<file path="src/rtl/bcd_serial_subtractor.sv">
// bcd_serial_subtractor: digit-serial BCD subtractor producing |A - B| and a
// sign flag. One shared 4-bit digit adder is used every cycle: in SUB it adds
// A, the nine's complement of B and the running carry (ten's complement
// subtraction). In FIX it re-complements a negative result in place.
//
// state  | meaning
// -------+---------------------------------------------------------------
// S_IDLE | waiting for start; operands captured and range-checked on start
// S_SUB  | one digit of A + (9 - B) + carry per cycle, LSD first
// S_FIX  | A < B: ten's complement of the stored result, one digit per cycle
// S_DONE | result valid on diff_bcd, done pulses for this single cycle
module bcd_serial_subtractor #(
  parameter int DIGITS = 4
) (
  input  logic                  clk,
  input  logic                  reset,
  input  logic                  start,
  input  logic [4*DIGITS-1:0]   a_bcd,
  input  logic [4*DIGITS-1:0]   b_bcd,
  output logic                  busy,
  output logic                  done,
  output logic [4*DIGITS-1:0]   diff_bcd,
  output logic                  negative,
  output logic                  invalid
);

  localparam int W  = 4 * DIGITS;
  localparam int IW = (DIGITS > 1) ? $clog2(DIGITS) : 1;

  typedef enum logic [1:0] {
    S_IDLE = 2'd0,
    S_SUB  = 2'd1,
    S_FIX  = 2'd2,
    S_DONE = 2'd3
  } state_t;

  state_t          state_q, state_d;
  logic [IW-1:0]   idx_q,   idx_d;
  logic            carry_q, carry_d;
  logic [W-1:0]    a_q,     a_d;
  logic [W-1:0]    b_q,     b_d;
  logic [W-1:0]    r_q,     r_d;
  logic [W-1:0]    diff_q,  diff_d;
  logic            neg_q,   neg_d;
  logic            inv_q,   inv_d;

  logic [3:0]      a_dig, b_dig, r_dig;
  logic [3:0]      add_x, add_y;
  logic [4:0]      dsum;
  logic            dcarry;
  logic [3:0]      dres;
  logic [W-1:0]    r_wr;
  logic            in_bad;
  logic            last_dig;

  // Select the operand and result digits addressed by the digit index.
  always_comb begin
    a_dig = 4'd0;
    b_dig = 4'd0;
    r_dig = 4'd0;
    for (int i = 0; i < DIGITS; i++) begin
      if (idx_q == IW'(i)) begin
        a_dig = a_q[4*i +: 4];
        b_dig = b_q[4*i +: 4];
        r_dig = r_q[4*i +: 4];
      end
    end
  end

  // Shared digit adder: x + (9 - y) + carry with decimal correction.
  // SUB feeds A and B; FIX feeds 0 and the stored result digit.
  always_comb begin
    add_x = 4'd0;
    add_y = r_dig;
    if (state_q == S_SUB) begin
      add_x = a_dig;
      add_y = b_dig;
    end
    // Inputs are valid BCD here, so the sum is at most 9 + 9 + 1 = 19.
    dsum   = {1'b0, add_x} + {1'b0, 4'd9 - add_y} + {4'd0, carry_q};
    dcarry = (dsum >= 5'd10);
    dres   = dcarry ? 4'(dsum - 5'd10) : dsum[3:0];
  end

  // Result register image with the current digit overwritten by the adder.
  always_comb begin
    r_wr = r_q;
    for (int i = 0; i < DIGITS; i++) begin
      if (idx_q == IW'(i)) begin
        r_wr[4*i +: 4] = dres;
      end
    end
  end

  // Flag any non-BCD digit in either raw operand.
  always_comb begin
    in_bad = 1'b0;
    for (int i = 0; i < DIGITS; i++) begin
      if ((a_bcd[4*i +: 4] > 4'd9) || (b_bcd[4*i +: 4] > 4'd9)) begin
        in_bad = 1'b1;
      end
    end
  end

  assign last_dig = (idx_q == IW'(DIGITS - 1));

  // Next-state and datapath update for the sequencer.
  always_comb begin
    state_d = state_q;
    idx_d   = idx_q;
    carry_d = carry_q;
    a_d     = a_q;
    b_d     = b_q;
    r_d     = r_q;
    diff_d  = diff_q;
    neg_d   = neg_q;
    inv_d   = inv_q;

    unique case (state_q)
      S_IDLE: begin
        if (start) begin
          a_d   = a_bcd;
          b_d   = b_bcd;
          r_d   = '0;
          neg_d = 1'b0;
          inv_d = 1'b0;
          idx_d = '0;
          if (in_bad) begin
            // Non-BCD operands never reach the adder; report and finish.
            inv_d   = 1'b1;
            diff_d  = '0;
            carry_d = 1'b0;
            state_d = S_DONE;
          end else begin
            // Carry-in of 1 turns the nine's complement into ten's complement.
            carry_d = 1'b1;
            state_d = S_SUB;
          end
        end
      end

      S_SUB: begin
        r_d     = r_wr;
        carry_d = dcarry;
        idx_d   = idx_q + IW'(1);
        if (last_dig) begin
          idx_d = '0;
          if (dcarry) begin
            // Final carry out means A >= B; equal operands land here as +0.
            diff_d  = r_wr;
            neg_d   = 1'b0;
            state_d = S_DONE;
          end else begin
            // No carry out: r holds the ten's complement of B - A.
            neg_d   = 1'b1;
            carry_d = 1'b1;
            state_d = S_FIX;
          end
        end
      end

      S_FIX: begin
        r_d     = r_wr;
        carry_d = dcarry;
        idx_d   = idx_q + IW'(1);
        if (last_dig) begin
          idx_d   = '0;
          diff_d  = r_wr;
          state_d = S_DONE;
        end
      end

      S_DONE: begin
        state_d = S_IDLE;
      end

      default: begin
        state_d = S_IDLE;
      end
    endcase
  end

  // State and datapath registers with synchronous reset that aborts any operation.
  always_ff @(posedge clk) begin
    if (reset) begin
      state_q <= S_IDLE;
      idx_q   <= '0;
      carry_q <= 1'b0;
      a_q     <= '0;
      b_q     <= '0;
      r_q     <= '0;
      diff_q  <= '0;
      neg_q   <= 1'b0;
      inv_q   <= 1'b0;
    end else begin
      state_q <= state_d;
      idx_q   <= idx_d;
      carry_q <= carry_d;
      a_q     <= a_d;
      b_q     <= b_d;
      r_q     <= r_d;
      diff_q  <= diff_d;
      neg_q   <= neg_d;
      inv_q   <= inv_d;
    end
  end

  assign busy     = (state_q == S_SUB) || (state_q == S_FIX);
  assign done     = (state_q == S_DONE);
  assign diff_bcd = diff_q;
  assign negative = neg_q;
  assign invalid  = inv_q;

endmodule
</file>
<file path="config.mk">
export PLATFORM = sky130hd
export DESIGN_NAME = bcd_serial_subtractor
export DESIGN_NICKNAME = d
export VERILOG_FILES = /design/src/rtl/bcd_serial_subtractor.sv
export SDC_FILE = /design/constraint.sdc
export NUM_CORES = 1
export LEC_CHECK = 0
export CAP_MARGIN = 5
export CORE_MARGIN = 4
export CORE_UTILIZATION = 43
export CTS_CLUSTER_DIAMETER = 150
export CTS_CLUSTER_SIZE = 30
export DETAILED_ROUTE_END_ITERATION = 7
export GPL_ROUTABILITY_DRIVEN = 0
export MAX_ROUTING_LAYER = met4
export PLACE_DENSITY = 0.7
export SLEW_MARGIN = 20
export SYNTH_ARGS = -nofsm -noshare
export SYNTH_HDL_FRONTEND = slang
export SYNTH_SLANG_ARGS = --single-unit
</file>
<file path="constraint.sdc">
create_clock -name clk -period 5.5 [get_ports clk]
set_input_delay 0.55 -clock clk [delete_from_list [all_inputs] [get_ports clk]]
set_output_delay 0.55 -clock clk [all_outputs]
set_load 0.1 [all_outputs]
</file>
==> results of run 1 <==
[worst max-delay path: cells and delay by family (launching register included)]
kind | cells | cell delay [ps]
AOI/OAI and AO/OA | 6 | 1810
adders and majority gates | 4 | 1650
DFF | 1 | 410
xor gates and xnor gates | 1 | 180
buffers and inverters | 1 | 70
muxes | 1 | 470
and+or+nand+nor | 1 | 290
[through the flow]
stage,util (%),setup slack [ps],instances,power (mW),area [um2]
after detailed placement,50.9,540,634,2.11,4420
final,52.8,519,649,2.47,4580
after CTS,52.8,514,649,2.46,4580
after floorplan,-,1350,499,1.75,3830
after global routing,52.8,25.6,649,2.65,4580
after global placement,50.9,820,634,2.08,4420
[flip-flops by register name, indices dropped and copies added (netlist names), 2 cells and up]
signal and cells:
a_q 16, b_q 16, diff_bcd 16, idx_q 2, r_q 16, state_q 2
[logic make-up (layout without fill, tap and decap cells)]
logic type | Yosys count | in the layout
adders and majority gates | 16 | 16
DFF | 71 | 71
buffers and inverters | 56 | 98
and+or+nand+nor | 202 | 202
xor gates and xnor gates | 2 | 2
muxes | 22 | 22
AOI/OAI and AO/OA | 130 | 130
[layout by cell type (no fill, tap or decap), types with 2 or more instances in the layout]
cell / Yosys / routed
o21a_1: 3 / 3
nor2_1: 53 / 53
o2bb2ai_1: 4 / 4
nand2_1: 113 / 113
dfxtp_1: 71 / 71
o32ai_1: 12 / 12
clkinv_2: 0 / 3
inv_1: 21 / 21
mux2i_1: 17 / 17
mux4_2: 4 / 4
a31o_2: 4 / 4
fa_1: 2 / 2
a21oi_1: 54 / 54
nand4_1: 3 / 3
clkinvlp_4: 0 / 2
clkdlybuf4s50_1: 0 / 53
ha_1: 14 / 14
o21ai_0: 30 / 30
nand2b_1: 4 / 4
a211oi_1: 8 / 8
nor2b_1: 5 / 5
a22oi_1: 4 / 4
nor3_1: 9 / 9
buf_4: 0 / 6
nand3b_1: 6 / 6
clkbuf_8: 0 / 9
nor4_1: 3 / 3
[layer usage]
layer  GRT usage (%)  vias to the layer above  share of wire (%)
li1                -                     1790                  -
met1            26.3                     1604                 48
met2            30.8                      113                 44
met3            4.30                       22                5.7
met4            6.16                        0                2.4
met5               -                        -                  0
[report_power, final]
part | total, mW | switching [mW] | internal [mW]
clock | 0.359 | 0.200 | 0.159
sequential | 0.645 | 0.0523 | 0.593
combinational | 1.47 | 0.982 | 0.486
total | 2.47 | 1.23 | 1.24
[worst paths after layout]
check | from | endpoint | cells past startpoint
worst min register to register | b_q[11] | b_q[11] | 2
worst max-delay path | idx_q[0] | diff_bcd[7] | 14
worst max register to register | idx_q[0] | diff_bcd[7] | 14
worst min-delay path | b_q[11] | b_q[11] | 2
[area by class of cell]
type / count / share of cell area, %
Clock buffer: 9 / 2.70
Clock inverter: 6 / 0.847
Inverter: 23 / 1.89
Multi-Input combinational cell: 372 / 47.9
Sequential cell: 71 / 31.0
Tap cell: 108 / 2.95
Timing Repair Buffer: 60 / 12.7
==> impl_metrics.csv, run 1 <==
group,metric,value,unit
floorplanning,coreArea,0.00868,mm2
logic_synthesis,yosys-top-cells-area,"dfxtp_1 37%, nand2_1 11%, a21oi_1 7.0%",
setup_path,cp-start-kind,"register",
detailed_routing,vias_per_cell,5.44,
clocking,clkTransAtPathRegs,80,ps
logic_synthesis,synth_ff_type,"dfxtp_1",
timing,setup_violations,0,
pwr,leakagePower,1.63,nW
logic_synthesis,synth_nets,550,
timing,fin_crit,4980,ps
detailed_routing,finalWirelength,9.68,mm
timing,slew_headroom,30.5,%
layout,drive_above_1_share,6.84,%
detailed_routing,wl_per_cell,14.9,um
logic_synthesis,syn_avg_cell_area,7.69,um2
logic_synthesis,synth_cells,499,
setup_path,crit_top_cell,"ha_1",
setup_path,crit_slowest_cell,"ha_1",
clocking,clk_path_buf_depth,2,
logic_synthesis,synth_area,0.00383,mm2
grt,overflow,0,
logic_synthesis,yosys.area_share.adder,5.61,%
grt,grt_pass1_vias,3398,
detailed_routing,drc_errors,0,
setup_path,cpPeakStageDelay,770,ps
clocking,cts_resized,0,
logic_synthesis,synth_top_family_by_area,"simple AND/OR/NAND/NOR gates",
grt,antenna_found_initial,0,
layout,multi_input_area,0.00219,mm2
timing,report.final.slew_viol_count,0,
placed_design,dp_hpwl,7.02,mm
clocking,cts_sinks,71,
setup_path,end_kind,"register",
run_status,status,"finished, final reports clean",
timing,period_share,90.6,%
floorplanning,start_util,44.2,%
clocking,clock_latency,350,ps
logic_synthesis,synth_simple_gate_area_share,22.4,%
layout,regArea,0.00142,mm2
logic_synthesis,async_reset_ff_share,0,%
timing,hold_viol_final,0,
timing,worst_slew_pin_slew,1040,ps
logic_synthesis,yosysMostFrequentCell,"nand2_1",
detailed_routing,vias,3529,
logic_synthesis,synth_top_cell_by_area,"dfxtp_1",
clocking,clockRootBuffer,"clkbuf_8",
placed_design,port_buffers,54,
logic_synthesis,ys_ff_latch,71,
clocking,cts_made_buffers,9,
clocking,hold_buffers,0,
clocking,cts_setup_buffers,0,
logic_synthesis,yosysSeqAreaShare,37.1,%
setup_path,path_cells,"ha_1 -> o21ai_0 -> mux4_2 -> o21a_1 -> inv_1 -> ha_1 -> ha_1 -> xnor2_1 -> ha_1 -> o2111ai_2 -> o31ai_1 -> a211oi_4 -> nand3b_4 -> o32ai_1",
floorplanning,die_w,102,um
setup_path,reg2reg_slack,520,ps
setup_path,path_max_fanout,28,
grt,grt_pass1_wl,16.2,mm
job,maxCapViolCount,0,
setup_path,critPathRequiredTime,5760,ps
clocking,htree_levels,3,
layout,syn_to_final_growth,19.4,%
floorplanning,die_h,102,um
timing,whs,459,ps
layout,nets,588,
setup_path,crit_type,"register to register",
setup_path,worstPathArrival,5240,ps
min_path,hold_class,"register to register",
pwr,power.density,540,mW/mm2
logic_synthesis,synth_compound_area_share,21.6,%
logic_synthesis,synth.area.mux_share,7.18,%
pwr,ir_drop,0.216,mV
detailed_routing,first_pass_iters,5,
logic_synthesis,synth-edff-count,0,
timing,tns,0,ps
logic_synthesis,synth-xor-area-share,0.457,%
logic_synthesis,yosysTopAreaCellShare,37.1,%
floorplanning,pin_count,55,
layout,n_fill_cell,865,
detailed_routing,ant_nets,0,
logic_synthesis,synth_common_cells,"113 x nand2_1, 71 x dfxtp_1, 54 x a21oi_1, 53 x nor2_1, 30 x o21ai_0",
floorplanning,num_rows,34,
floorplanning,dieArea,0.0105,mm2
detailed_routing,drt-initial-drc-count,255,
timing,skew,12.6,ps
timing,fmax,201,MHz
logic_synthesis,yosysWarnings,0,
layout,num_antenna_cells,0,
clocking,cts_tree,"built",
logic_synthesis,yosysUniqueCellTypes,48,
grt,grt_start_max_net_pins,77,
grt,track_usage,20.0,%
timing,rsz0062_at_grt,"false",
Power figures use the tool's default switching activity.
==> inputs of run 2 (changes only) <==
--- a/config.mk
+++ b/config.mk
@@ -14,6 +14,7 @@
 export GPL_ROUTABILITY_DRIVEN = 0
 export MAX_ROUTING_LAYER = met4
 export PLACE_DENSITY = 0.7
+export REMOVE_ABC_BUFFERS = 1
 export SLEW_MARGIN = 20
 export SYNTH_ARGS = -nofsm -noshare
 export SYNTH_HDL_FRONTEND = slang
==> run 2 against run 1 <==
Sequential power about the same. Sequential share of layout area about the same. Final cell count did not move. Wire length rose by 3.6%. Combinational power is essentially flat. Flip-flop and latch count stayed put. Maximum frequency up 1.7%. Clock skew down 5.3 ps. First-iteration DRC count increased by 29%. Design area is 0.11% higher. Non-clock buffer count is 1 lower. Critical path type unchanged. Critical endpoint is now diff_bcd[3].
==> impl_metrics.csv, run 2 (synthesis results as in run 1) <==
group,metric,value,unit
layout,drive_above_1_share,6.84,%
layout,nets,587,
pwr,power_frac_comb,59.4,%
setup_path,critPathRequiredTime,5760,ps
pwr,swShare,50.7,%
placed_design,port_buffers,54,
detailed_routing,drt-initial-drc-count,328,
detailed_routing,vias,3624,
detailed_routing,finalWirelength,10.0,mm
setup_path,crit_type,"register to register",
timing,worst_slew_pin_slew,1020,ps
placed_design,dp_hpwl,7.19,mm
detailed_routing,wl_per_cell,15.4,um
floorplanning,die_w,102,um
min_path,hold_class,"register to register",
timing,fin_crit,4900,ps
clocking,cts_tree,"built",
timing,report.final.slew_viol_count,0,
pwr,power.density,549,mW/mm2
grt,antenna_found_initial,0,
detailed_routing,drc_errors,0,
floorplanning,num_rows,34,
clocking,cts_sinks,71,
pwr,leakagePower,1.63,nW
floorplanning,coreArea,0.00868,mm2
setup_path,end_kind,"register",
run_status,status,"finished, final reports clean",
setup_path,path_cells,"inv_1 -> ha_1 -> nand2_1 -> nor2_1 -> a21oi_1 -> o21ai_0 -> mux4_2 -> fa_1 -> inv_1 -> fa_1 -> xnor2_1 -> ha_1 -> o2111ai_2 -> o31ai_1 -> a211oi_4 -> nand3b_4 -> o32ai_1",
clocking,cts_resized,0,
setup_path,worstPathArrival,5160,ps
timing,fmax,204,MHz
timing,hold_viol_final,0,
layout,final_common_cell,"nand2_1",
pwr,ir_drop,0.214,mV
floorplanning,dieArea,0.0105,mm2
detailed_routing,ant_nets,0,
setup_path,cpPeakStageDelay,700,ps
clocking,htree_levels,3,
pwr,power_frac_seq,25.7,%
timing,slew_headroom,31.7,%
grt,grt_pass1_wl,16.7,mm
timing,rsz0062_at_grt,"false",
clocking,cts_made_buffers,9,
setup_path,cp-start-kind,"register",
floorplanning,die_h,102,um
timing,skew,7.33,ps
timing,setup_violations,0,
job,maxCapViolCount,0,
grt,track_usage,20.8,%
placed_design,dpl-instance-area,0.00441,mm2
setup_path,crit_slowest_cell,"a211oi_4",
layout,num_antenna_cells,0,
layout,fin_area,0.00458,mm2
clocking,clk_path_buf_depth,2,
timing,tns,0,ps
detailed_routing,first_pass_iters,6,
grt,grt_start_max_net_pins,77,
layout,syn_to_final_growth,19.5,%
floorplanning,pin_count,55,
layout,final_cell_mix,"112 x nand2_1, 71 x dfxtp_1, 54 x a21oi_1, 53 x nor2_1, 53 x clkdlybuf4s50_1",
pwr,clock_power_share,14.9,%
detailed_routing,vias_per_cell,5.58,
clocking,cts_setup_buffers,0,
grt,grt_pass1_vias,3408,
clocking,clock_latency,350,ps
pwr,p_int,1.24,mW
grt,overflow,0,
setup_path,path_max_fanout,21,
clocking,hold_buffers,0,
clocking,clkTransAtPathRegs,80,ps
pwr,p_switching,1.28,mW
timing,period_share,89.0,%
clocking,clockRootBuffer,"clkbuf_8",
floorplanning,start_util,44.2,%
-- run 2: worst paths after layout --
path | end | cells past startpoint | from | slack (ps)
worst min register to register | a_q[3] | 2 | a_q[3] | 460
worst max register to register | diff_bcd[3] | 17 | idx_q[0] | 600
worst max-delay path | diff_bcd[3] | 17 | idx_q[0] | 600
worst min-delay path | a_q[3] | 2 | a_q[3] | 460
-- run 2: metrics by stage --
| stage | std cells | worst slack (ps) | hold WS, ps | utilization (%) | power, mW |
|---|---|---|---|---|---|
| global placement | 633 | 877 | 442 | 50.8 | 2.09 |
| floorplan | 466 | 1210 | 427 | - | 1.71 |
| finish | 649 | 603 | 458 | 52.8 | 2.52 |
| global route | 649 | 179 | 488 | 52.8 | 2.69 |
| detailed placement | 633 | 656 | 448 | 50.8 | 2.12 |
| CTS | 649 | 610 | 458 | 52.8 | 2.50 |
-- run 2: critical path, delay by kind of cell, from the launching register on --
family                     cells  cell delay, ps
AOI/OAI and AO/OA              6            1610
xor gates and xnor gates       1             110
adders and majority gates      4            1440
buffers and inverters          2             170
DFF                            1             410
muxes                          1             500
and+or+nand+nor                3             550
-- run 2: per-layer routing --
metal	part of all wire, %	track usage [%]	vias up	wire length, um
met5	0	-	-	0
met4	2.3	9.69	0	227
met3	7.0	3.00	23	699
met2	46	31.9	158	4600
met1	45	27.1	1653	4500
li1	-	-	1790	-
-- run 2: power groups by stage --
stage / Sequential, mW / Clock (mW) / Combinational (mW)
global placement: 0.656 / 0 / 1.43
global route: 0.657 / 0.407 / 1.62
finish: 0.647 / 0.376 / 1.49
floorplan: 0.752 / 0 / 0.957
CTS: 0.648 / 0.385 / 1.47
detailed placement: 0.659 / 0 / 1.46
-- run 2: area by class of cell --
| cell class | instances | area, um2 |
|---|---|---|
| Multi-Input combinational cell | 372 | 2200 |
| Timing Repair Buffer | 59 | 573 |
| Sequential cell | 71 | 1420 |
| Tap cell | 108 | 135 |
| Clock inverter | 6 | 45.0 |
| Fill cell | 874 | 4090 |
| Clock buffer | 10 | 128 |
| Inverter | 23 | 86.3 |
